$ cat src/rtl/bist_pkg.sv
// Shared types and constants for the BIST pattern controller.
// BIST_EXHAUSTIVE_EN selects a binary-counter generator instead of the LFSR.
package bist_pkg;

  typedef enum logic [1:0] {
    ST_IDLE,
    ST_RUN,
    ST_CHECK,
    ST_DONE
  } state_t;

  localparam int unsigned GEN_W     = 4;
  localparam int unsigned PNUM_W    = 5;
  localparam int unsigned NPAT_LFSR = 15;
  localparam int unsigned NPAT_EXH  = 16;

  localparam logic [GEN_W-1:0] LFSR_SEED = 4'b0001;
  // Feedback is q[3]^q[2]
  localparam logic [GEN_W-1:0] LFSR_TAPS = 4'b1100;
  localparam logic [7:0]       MISR_POLY = 8'h71;

`ifdef BIST_EXHAUSTIVE_EN
  localparam logic [GEN_W-1:0] GEN_SEED = 4'b0000;
  localparam int unsigned      NPAT     = NPAT_EXH;
`else
  localparam logic [GEN_W-1:0] GEN_SEED = LFSR_SEED;
  localparam int unsigned      NPAT     = NPAT_LFSR;
`endif

  function automatic logic [GEN_W-1:0] gen_next(input logic [GEN_W-1:0] q);
`ifdef BIST_EXHAUSTIVE_EN
    return q + GEN_W'(1);
`else
    return {q[GEN_W-2:0], ^(q & LFSR_TAPS)};
`endif
  endfunction

endpackage

$ cat src/rtl/bist_misr.sv
// Single-input signature register; clear has priority over capture.
module bist_misr
  import bist_pkg::*;
#(
  parameter int unsigned MISR_W = 8
) (
  input  logic              clk,
  input  logic              rst_n,
  input  logic              clear,
  input  logic              en,
  input  logic              din,
  output logic [MISR_W-1:0] sig
);

  logic [MISR_W-1:0] fb;
  logic [MISR_W-1:0] sig_nxt;

  always_comb begin
    fb      = sig[MISR_W-1] ? MISR_W'(MISR_POLY) : '0;
    sig_nxt = {sig[MISR_W-2:0], 1'b0} ^ fb ^ MISR_W'(din);
  end

  always_ff @(posedge clk) begin
    if (!rst_n) begin
      sig <= '0;
    end else if (clear) begin
      sig <= '0;
    end else if (en) begin
      sig <= sig_nxt;
    end
  end

endmodule

$ cat src/rtl/bist_pattern_ctrl.sv
// BIST controller: drives generator patterns, compacts responses into a MISR,
// and compares against GOLDEN. Optional build macro: BIST_EXHAUSTIVE_EN.
module bist_pattern_ctrl
  import bist_pkg::*;
#(
  parameter int unsigned       NINPUTS = 4,
  parameter int unsigned       MISR_W  = 8,
  parameter logic [MISR_W-1:0] GOLDEN  = '0
) (
  input  logic               clk,
  input  logic               rst_n,
  input  logic               start,
  output logic [NINPUTS-1:0] pat_out,
  input  logic               resp_in,
  output logic               busy,
  output logic               done,
  output logic               pass,
  output logic [MISR_W-1:0]  signature,
  output logic [PNUM_W-1:0]  pattern_number
);

  state_t              state, state_nxt;
  logic [NINPUTS-1:0]  pat_nxt;
  logic [PNUM_W-1:0]   pnum_nxt;
  logic                busy_nxt;
  logic                done_nxt;
  logic                pass_nxt;
  logic                misr_clear;
  logic                misr_en;

  bist_misr #(
    .MISR_W (MISR_W)
  ) u_misr (
    .clk   (clk),
    .rst_n (rst_n),
    .clear (misr_clear),
    .en    (misr_en),
    .din   (resp_in),
    .sig   (signature)
  );

  // Next-state and next-output decode
  always_comb begin
    state_nxt  = state;
    pat_nxt    = '0;
    pnum_nxt   = pattern_number;
    pass_nxt   = pass;
    misr_clear = 1'b0;
    misr_en    = 1'b0;

    case (state)
      ST_IDLE, ST_DONE: begin
        if (start) begin
          state_nxt  = ST_RUN;
          pat_nxt    = NINPUTS'(GEN_SEED);
          pnum_nxt   = '0;
          pass_nxt   = 1'b0;
          misr_clear = 1'b1;
        end
      end
      ST_RUN: begin
        misr_en  = 1'b1;
        pnum_nxt = pattern_number + PNUM_W'(1);
        if (pattern_number == PNUM_W'(NPAT - 1)) begin
          state_nxt = ST_CHECK;
        end else begin
          pat_nxt = NINPUTS'(gen_next(GEN_W'(pat_out)));
        end
      end
      ST_CHECK: begin
        pass_nxt  = (signature == GOLDEN);
        state_nxt = ST_DONE;
      end
      default: begin
        state_nxt = ST_IDLE;
      end
    endcase

    busy_nxt = (state_nxt == ST_RUN) || (state_nxt == ST_CHECK);
    done_nxt = (state_nxt == ST_DONE);
  end

  always_ff @(posedge clk) begin
    if (!rst_n) begin
      state          <= ST_IDLE;
      pat_out        <= '0;
      pattern_number <= '0;
      busy           <= 1'b0;
      done           <= 1'b0;
      pass           <= 1'b0;
    end else begin
      state          <= state_nxt;
      pat_out        <= pat_nxt;
      pattern_number <= pnum_nxt;
      busy           <= busy_nxt;
      done           <= done_nxt;
      pass           <= pass_nxt;
    end
  end

endmodule

$ cat config.mk
export PLATFORM = sky130hd
export DESIGN_NAME = bist_pattern_ctrl
export DESIGN_NICKNAME = d
export VERILOG_FILES = /design/src/rtl/bist_pkg.sv /design/src/rtl/bist_misr.sv /design/src/rtl/bist_pattern_ctrl.sv
export SDC_FILE = /design/constraint.sdc
export NUM_CORES = 1
export LEC_CHECK = 0
export CAP_MARGIN = 10
export CORE_AREA = 5 5 61 47
export DETAILED_ROUTE_END_ITERATION = 12
export DIE_AREA = 0 0 66 52
export PLACE_DENSITY = 0.74
export SKIP_CTS_REPAIR_TIMING = 1
export SYNTH_ARGS = -nofsm -noshare
export SYNTH_HDL_FRONTEND = slang
export SYNTH_HIERARCHICAL = 1
export SYNTH_SLANG_ARGS = --single-unit
$ cat constraint.sdc
create_clock -name clk -period 2.7 [get_ports clk]
set_clock_uncertainty 0.15 [all_clocks]
set_input_delay 0.54 -clock clk [delete_from_list [all_inputs] [get_ports clk]]
set_output_delay 0.54 -clock clk [all_outputs]
set_load 0.01 [all_outputs]
==> After elaboration in Yosys (flattened, before gate mapping) <==
Cells that the tools add are included.
W data, S select, Z words.
{ "word_totals": {"ff_bits": 22, "output_inout_bits": 20} }
{ "classes": {"addsub": 1, "eq_ne": 8, "muxes": 14, "bitwise": 3, "n_reduce_logical": 10} }
{ "ops": {"columns": ["operator", "count"], "rows": [
  ["$pmux W5 S2", 1],
  ["$eq A2 B2 Y1 const B", 4],
  ["$logic_not A8 Y1", 1],
  ["$pmux W4 S2", 1],
  ["$xor A8 B1 Y8", 1],
  ["$xor A8 B8 Y8", 1],
  ["$mux W7", 1],
  ["$pmux W2 S3", 1],
  ["$add A5 B1 Y5 const B", 1],
  ["$eq A5 B4 Y1 const B", 1],
  ["$mux W1", 5],
  ["$mux W5", 1],
  ["$eq A2 B1 Y1 const B", 2],
  ["$mux W2", 2],
  ["$mux W4", 1],
  ["$reduce_and A2 Y1", 2],
  ["$reduce_bool A2 Y1", 2],
  ["$reduce_or A2 Y1", 2],
  ["$reduce_xor A4 Y1", 1],
  ["$logic_not A2 Y1", 1],
  ["$ne A2 B2 Y1 const B", 1],
  ["$pmux W1 S2", 1],
  ["$logic_or A1 B1 Y1", 1],
  ["$not A1 Y1", 1]
]} }

==> Logic depth before layout (Yosys ltp) <==
{ "logic_depth": {"word_depth": 5, "ltp_mapped": 8} }

==> By module <==
Netlist, hierarchy kept.
{ "by_module_without_submodules": {"columns": ["module", "n_inst", "cells_each", "area_each_um2", "seq_area_each_um2"], "rows": [
  ["bist_pattern_ctrl", 1, 75, 679.4, 280.3],
  ["bist_misr", 1, 36, 355.3, 160.2]
]} }

==> Worst setup path before layout <==
OpenSTA, ideal clock, no wires.
{ "synth_timing": {"path_type": "register -> register", "start": "register state[0]", "end": "register busy", "arrival_ns": 1.511, "required_time_ns": 2.435, "path_slack_ns": 0.924, "path_stages_with_launch": 8, "path_buffers": 1, "cell_sequence": "dfxtp_1 > inv_1 > ha_1 > buf_4 > mux2i_1 > o211ai_1 > ha_1 > and2_1"} }
{ "synth_via": {"elab_chain_cells": 5, "elab_cells_between_ends": 11} }
{ "synth_rtl": {"columns": ["element", "line_no", "text"], "rows": [
  ["from (decl)", "bist_pattern_ctrl.sv:22", "state_t state, state_nxt;"],
  ["from (signal assigned)", "bist_pattern_ctrl.sv:92", "state <= state_nxt;"],
  ["$eq A2 B2 Y1 or $logic_not A2 Y1 (tied branches)", "bist_pattern_ctrl.sv:51", "case (state)"],
  ["$reduce_or A2 Y1", "bist_pattern_ctrl.sv:51", null],
  ["$pmux W2 S3 *", "bist_pattern_ctrl.sv:51", null],
  ["net state_nxt[0]", "bist_pattern_ctrl.sv:22", null],
  ["$eq A2 B1 Y1 or $eq A2 B2 Y1 (tied branches)", "bist_pattern_ctrl.sv:79", "busy_nxt = (state_nxt == ST_RUN) || (state_nxt == ST_CHECK);"],
  ["$logic_or A1 B1 Y1 *", "bist_pattern_ctrl.sv:79", null],
  ["net busy_nxt", "bist_pattern_ctrl.sv:25", "logic busy_nxt;"],
  ["to (signal assigned)", "bist_pattern_ctrl.sv:95", "busy <= busy_nxt;"],
  ["to (decl)", "bist_pattern_ctrl.sv:15", "output logic busy,"]
]} }
The timed path passes the listed nets; every way through them passes the cells marked *.
A chain may end at the register's enable or synchronous reset.

==> Worst setup path in the final report <==
{ "layout_timing": {"start": "register u_misr.sig[7]", "end": "output signature[7]"} }
{ "layout_lines": {"columns": ["element", "line_no", "text"], "rows": [
  ["from (decl)", "bist_misr.sv:12", "output logic [MISR_W-1:0] sig"],
  ["from (signal assigned)", "bist_misr.sv:29", "sig <= sig_nxt;"],
  ["to (decl)", "bist_pattern_ctrl.sv:18", "output logic [MISR_W-1:0] signature,"]
]} }
No word-level cell between the ends.

==> results.toml <==
[outcome]
status = "finished clean"

[synthesis]
synth.area.mux_share = 0.0617
ys_seq_elements = 22
synth_warnings = 6
synthSimpleGateAreaFrac = 0.184
proportion_of_register_bits_with_asynchronous_set_or_reset_after_synthesis = 0
synthesis.area_per_instance_um2 = 9.32
post-synth-top-area-fraction = 0.426
synth.cells.most_frequent = "sky130_fd_sc_hd__dfxtp_1 (22), sky130_fd_sc_hd__nor2_1 (10), sky130_fd_sc_hd__inv_1 (8)"
synthesis.instances = 111
share_of_the_synthesized_netlist_area_taken_by_xor_and_xnor_gates = 0.0423
synth_compound_area_frac = 0.126
yosysMostFrequentCell = "sky130_fd_sc_hd__dfxtp_1"
synth-adder-area-share = 0.0726
synth.largest_area_cell = "sky130_fd_sc_hd__dfxtp_1"
synth_top_family_by_area = "simple AND/OR/NAND/NOR gates"
synth_cell_type_count = 31
yosysSeqAreaShare = 0.426
postSynthNetCount = 121
synth_top_cells_by_area = "sky130_fd_sc_hd__dfxtp_1 (43%), sky130_fd_sc_hd__ha_1 (7.3%), sky130_fd_sc_hd__mux2i_1 (4.8%), sky130_fd_sc_hd__buf_4 (4.4%), sky130_fd_sc_hd__a211oi_1 (3.6%)"
ys.flop_type = "sky130_fd_sc_hd__dfxtp_1"
synth_edf_count = 0
syn_area_um2 = 1030

[worst_setup_path]
crit_family = "buffers and inverters"
slowest_stage = "sky130_fd_sc_hd__clkdlybuf4s50_1"
timing.critical_path.required_ns = 2.01
cp_slowest_stage_delay_ns = 0.60
worst-endpoint-arrival_ns = 1.43
worstPathMaxFanout = 7
r2r_end = "busy$_SDFF_PN0_"
critical_path_buf_inv_count = 1
crit-reg2reg-launch = "state[0]$_SDFF_PN0_"
critical_path.startpoint_type = "flip-flop"
path_cells = "clkdlybuf4s50_1"
critical_path_start_end_classification = "reg -> out"
worst_setup_path_end_kind = "output pin"
worst-r2r-cell-count = 6
reg2reg_slack_ns = 0.71

[final_layout]
nets = 142
drive_gt1_frac = 0.0534
fillerInstances = 209
final_core_utilization = 0.568
antenna_cells_inserted = 0
area_growth_pct = 24.7

[drt]
wl_um = 1970
wl_per_cell_um = 11.9
drt_iter0_markers = 15
route.antenna.remaining_nets = 0
drc = 0
dr_total_vias = 808
routed_via_density = 4.90
detailedRoute.firstPassIterationCount = 3

[clocking]
root_buffer = "sky130_fd_sc_hd__clkbuf_4"
cts_max_level = 1
tritoncts_num_sinks = 22
clockBufferDepth = 2
clkLatencyLatePin_ns = 0.30
clk_transition_reported_paths_ns = 0.12
cts-buffers-inserted = 3
tritoncts = "done"

[min_path]
worstHoldPathType = "reg -> reg"
holdPathEnd = "pat_out[2]$_SDFF_PN0_"
timing.hold.worst.start = "pat_out[1]$_SDFF_PN0_"
worst_hold_path.num_cells = 1

[grt]
global_route.overflow_total = 0
first_global_vias = 772
grt_pass1_wl_um = 3340
pin_count_of_the_biggest_net_entering_global_routing = 13
globalRouteTotalUtil = 0.122
number_of_antenna_violations_at_the_first_check_in_global_routing = 0

[timing]
worstMarginPinSlew_ns = 0.393
layout_worst_path_cycle_share = 0.785
maxSlewViolCount = 0
hold_fails_final_rpt = 0
relSlewSlack = 0.735
fmaxAchievable_mhz = 472
setup_failing_eps_final = 0
totalNegativeSetupSlack_ns = 0
finalCriticalPeriod_ns = 2.12
unrepaired_setup_endpoints_after_global_routing = "false"

[floorplanning]
design.core.area_um2 = 2270
fp.dieArea_um2 = 3430
starting_density_of_the_core = 0.456
std_cell_rows = 15
io-pin-count = 24
floorplan.die.width_um = 66
chipHeight_um = 52

[power_and_ir_drop]
power_density_nw_per_um2 = 484
vdd_drop_max_v = 0.000390
p_leak_nw = 0.494

[run]
timing.max_cap.violations = 0

[place]
place_hpwl_um = 1490
port_buffers = 23
place_congestion = 0.719
-- cell families after synthesis --
| family | count (synthesis) |
|---|---|
| fa+ha+maj | 6 |
| xor+xnor | 5 |
| mux | 6 |
| compound gates | 20 |
| flops | 22 |
| simple gates | 36 |
| buf+inv | 16 |
-- through the flow --
stage               hold slack [ns]  setup slack, ns  cell area, um2  std cells  power [mW]
floorplan                     0.325            0.924            1030        111       0.422
global placement              0.325            0.604            1250        161       0.452
detailed placement            0.323            0.588            1250        161       0.454
CTS                           0.355            0.562            1290        165       0.631
global route                  0.368            0.508            1290        165       0.658
finish                        0.351            0.580            1290        165       0.624
-- report_power, final --
part	switching [mW]	internal (mW)
clock network	0.0948	0.0822
logic	0.0526	0.0482
registers	0.0102	0.336
-- sequential cells by signal, summed over array words and instances (netlist names) --
name and cells:
busy 1, done 1, pass 1, pat_out 4, pattern_number 5, state 2
u_misr/sig 8
-- metal layers --
layer  GRT usage  part of all wire  up-vias
li1            -                 -      427
met1       0.152              0.49      369
met2       0.206              0.46       10
met3      0.0497             0.037        2
met4      0.0101            0.0061        0
met5           0                 0        -
-- cell type report --
type	count	area [um2]	share of cell area
clock buffers	4	36.3	0.0281
inverters	8	30.0	0.0233
multi-input cells	73	503	0.390
flip-flops and latches	22	440	0.341
well taps	34	42.5	0.0330
repair buffers	24	238	0.184
-- layout by cell type, fill, tap and decap left out --
| master | n |
|---|---|
| sky130_fd_sc_hd__clkdlybuf4s50_1 | 23 |
| sky130_fd_sc_hd__dfxtp_1 | 22 |
| sky130_fd_sc_hd__nor2_1 | 10 |
| sky130_fd_sc_hd__inv_1 | 8 |
| sky130_fd_sc_hd__o21ai_0 | 6 |
| sky130_fd_sc_hd__ha_1 | 6 |
| sky130_fd_sc_hd__mux2i_1 | 5 |
| sky130_fd_sc_hd__a211oi_1 | 5 |
| sky130_fd_sc_hd__a21oi_1 | 4 |
| sky130_fd_sc_hd__xnor2_1 | 4 |
| sky130_fd_sc_hd__nand2_1 | 3 |
| sky130_fd_sc_hd__nand2b_1 | 3 |
| sky130_fd_sc_hd__nor3_1 | 3 |
| sky130_fd_sc_hd__and3_1 | 3 |
| sky130_fd_sc_hd__and2_1 | 3 |
| sky130_fd_sc_hd__nand3_1 | 3 |
| sky130_fd_sc_hd__or3_1 | 3 |
| sky130_fd_sc_hd__clkbuf_4 | 3 |
| sky130_fd_sc_hd__and4b_1 | 1 |
| sky130_fd_sc_hd__o211ai_1 | 1 |
| sky130_fd_sc_hd__nor2b_1 | 1 |
| sky130_fd_sc_hd__nor4_1 | 1 |
| sky130_fd_sc_hd__nand4_1 | 1 |
| sky130_fd_sc_hd__or4_1 | 1 |
| sky130_fd_sc_hd__o2111ai_1 | 1 |
| sky130_fd_sc_hd__mux2i_2 | 1 |
| sky130_fd_sc_hd__a2111oi_0 | 1 |
| sky130_fd_sc_hd__a32oi_1 | 1 |
| sky130_fd_sc_hd__xor2_1 | 1 |
| sky130_fd_sc_hd__a31o_2 | 1 |
| sky130_fd_sc_hd__clkbuf_8 | 1 |
| sky130_fd_sc_hd__buf_4 | 1 |
-- worst max-delay path by stage --
stage,from,end,slack [ns],depth (start not counted)
CTS,u_misr/sig[7]$_SDFFE_PP0P_,signature[7],0.56,1
detailed placement,start,busy$_SDFF_PN0_,0.59,5
finish,u_misr/sig[7]$_SDFFE_PP0P_,signature[7],0.58,1
floorplan,state[0]$_SDFF_PN0_,busy$_SDFF_PN0_,0.92,7
global placement,start,busy$_SDFF_PN0_,0.60,5
global route,u_misr/sig[7]$_SDFFE_PP0P_,signature[7],0.51,1
Note: power is estimated with default switching activity, not from simulation.
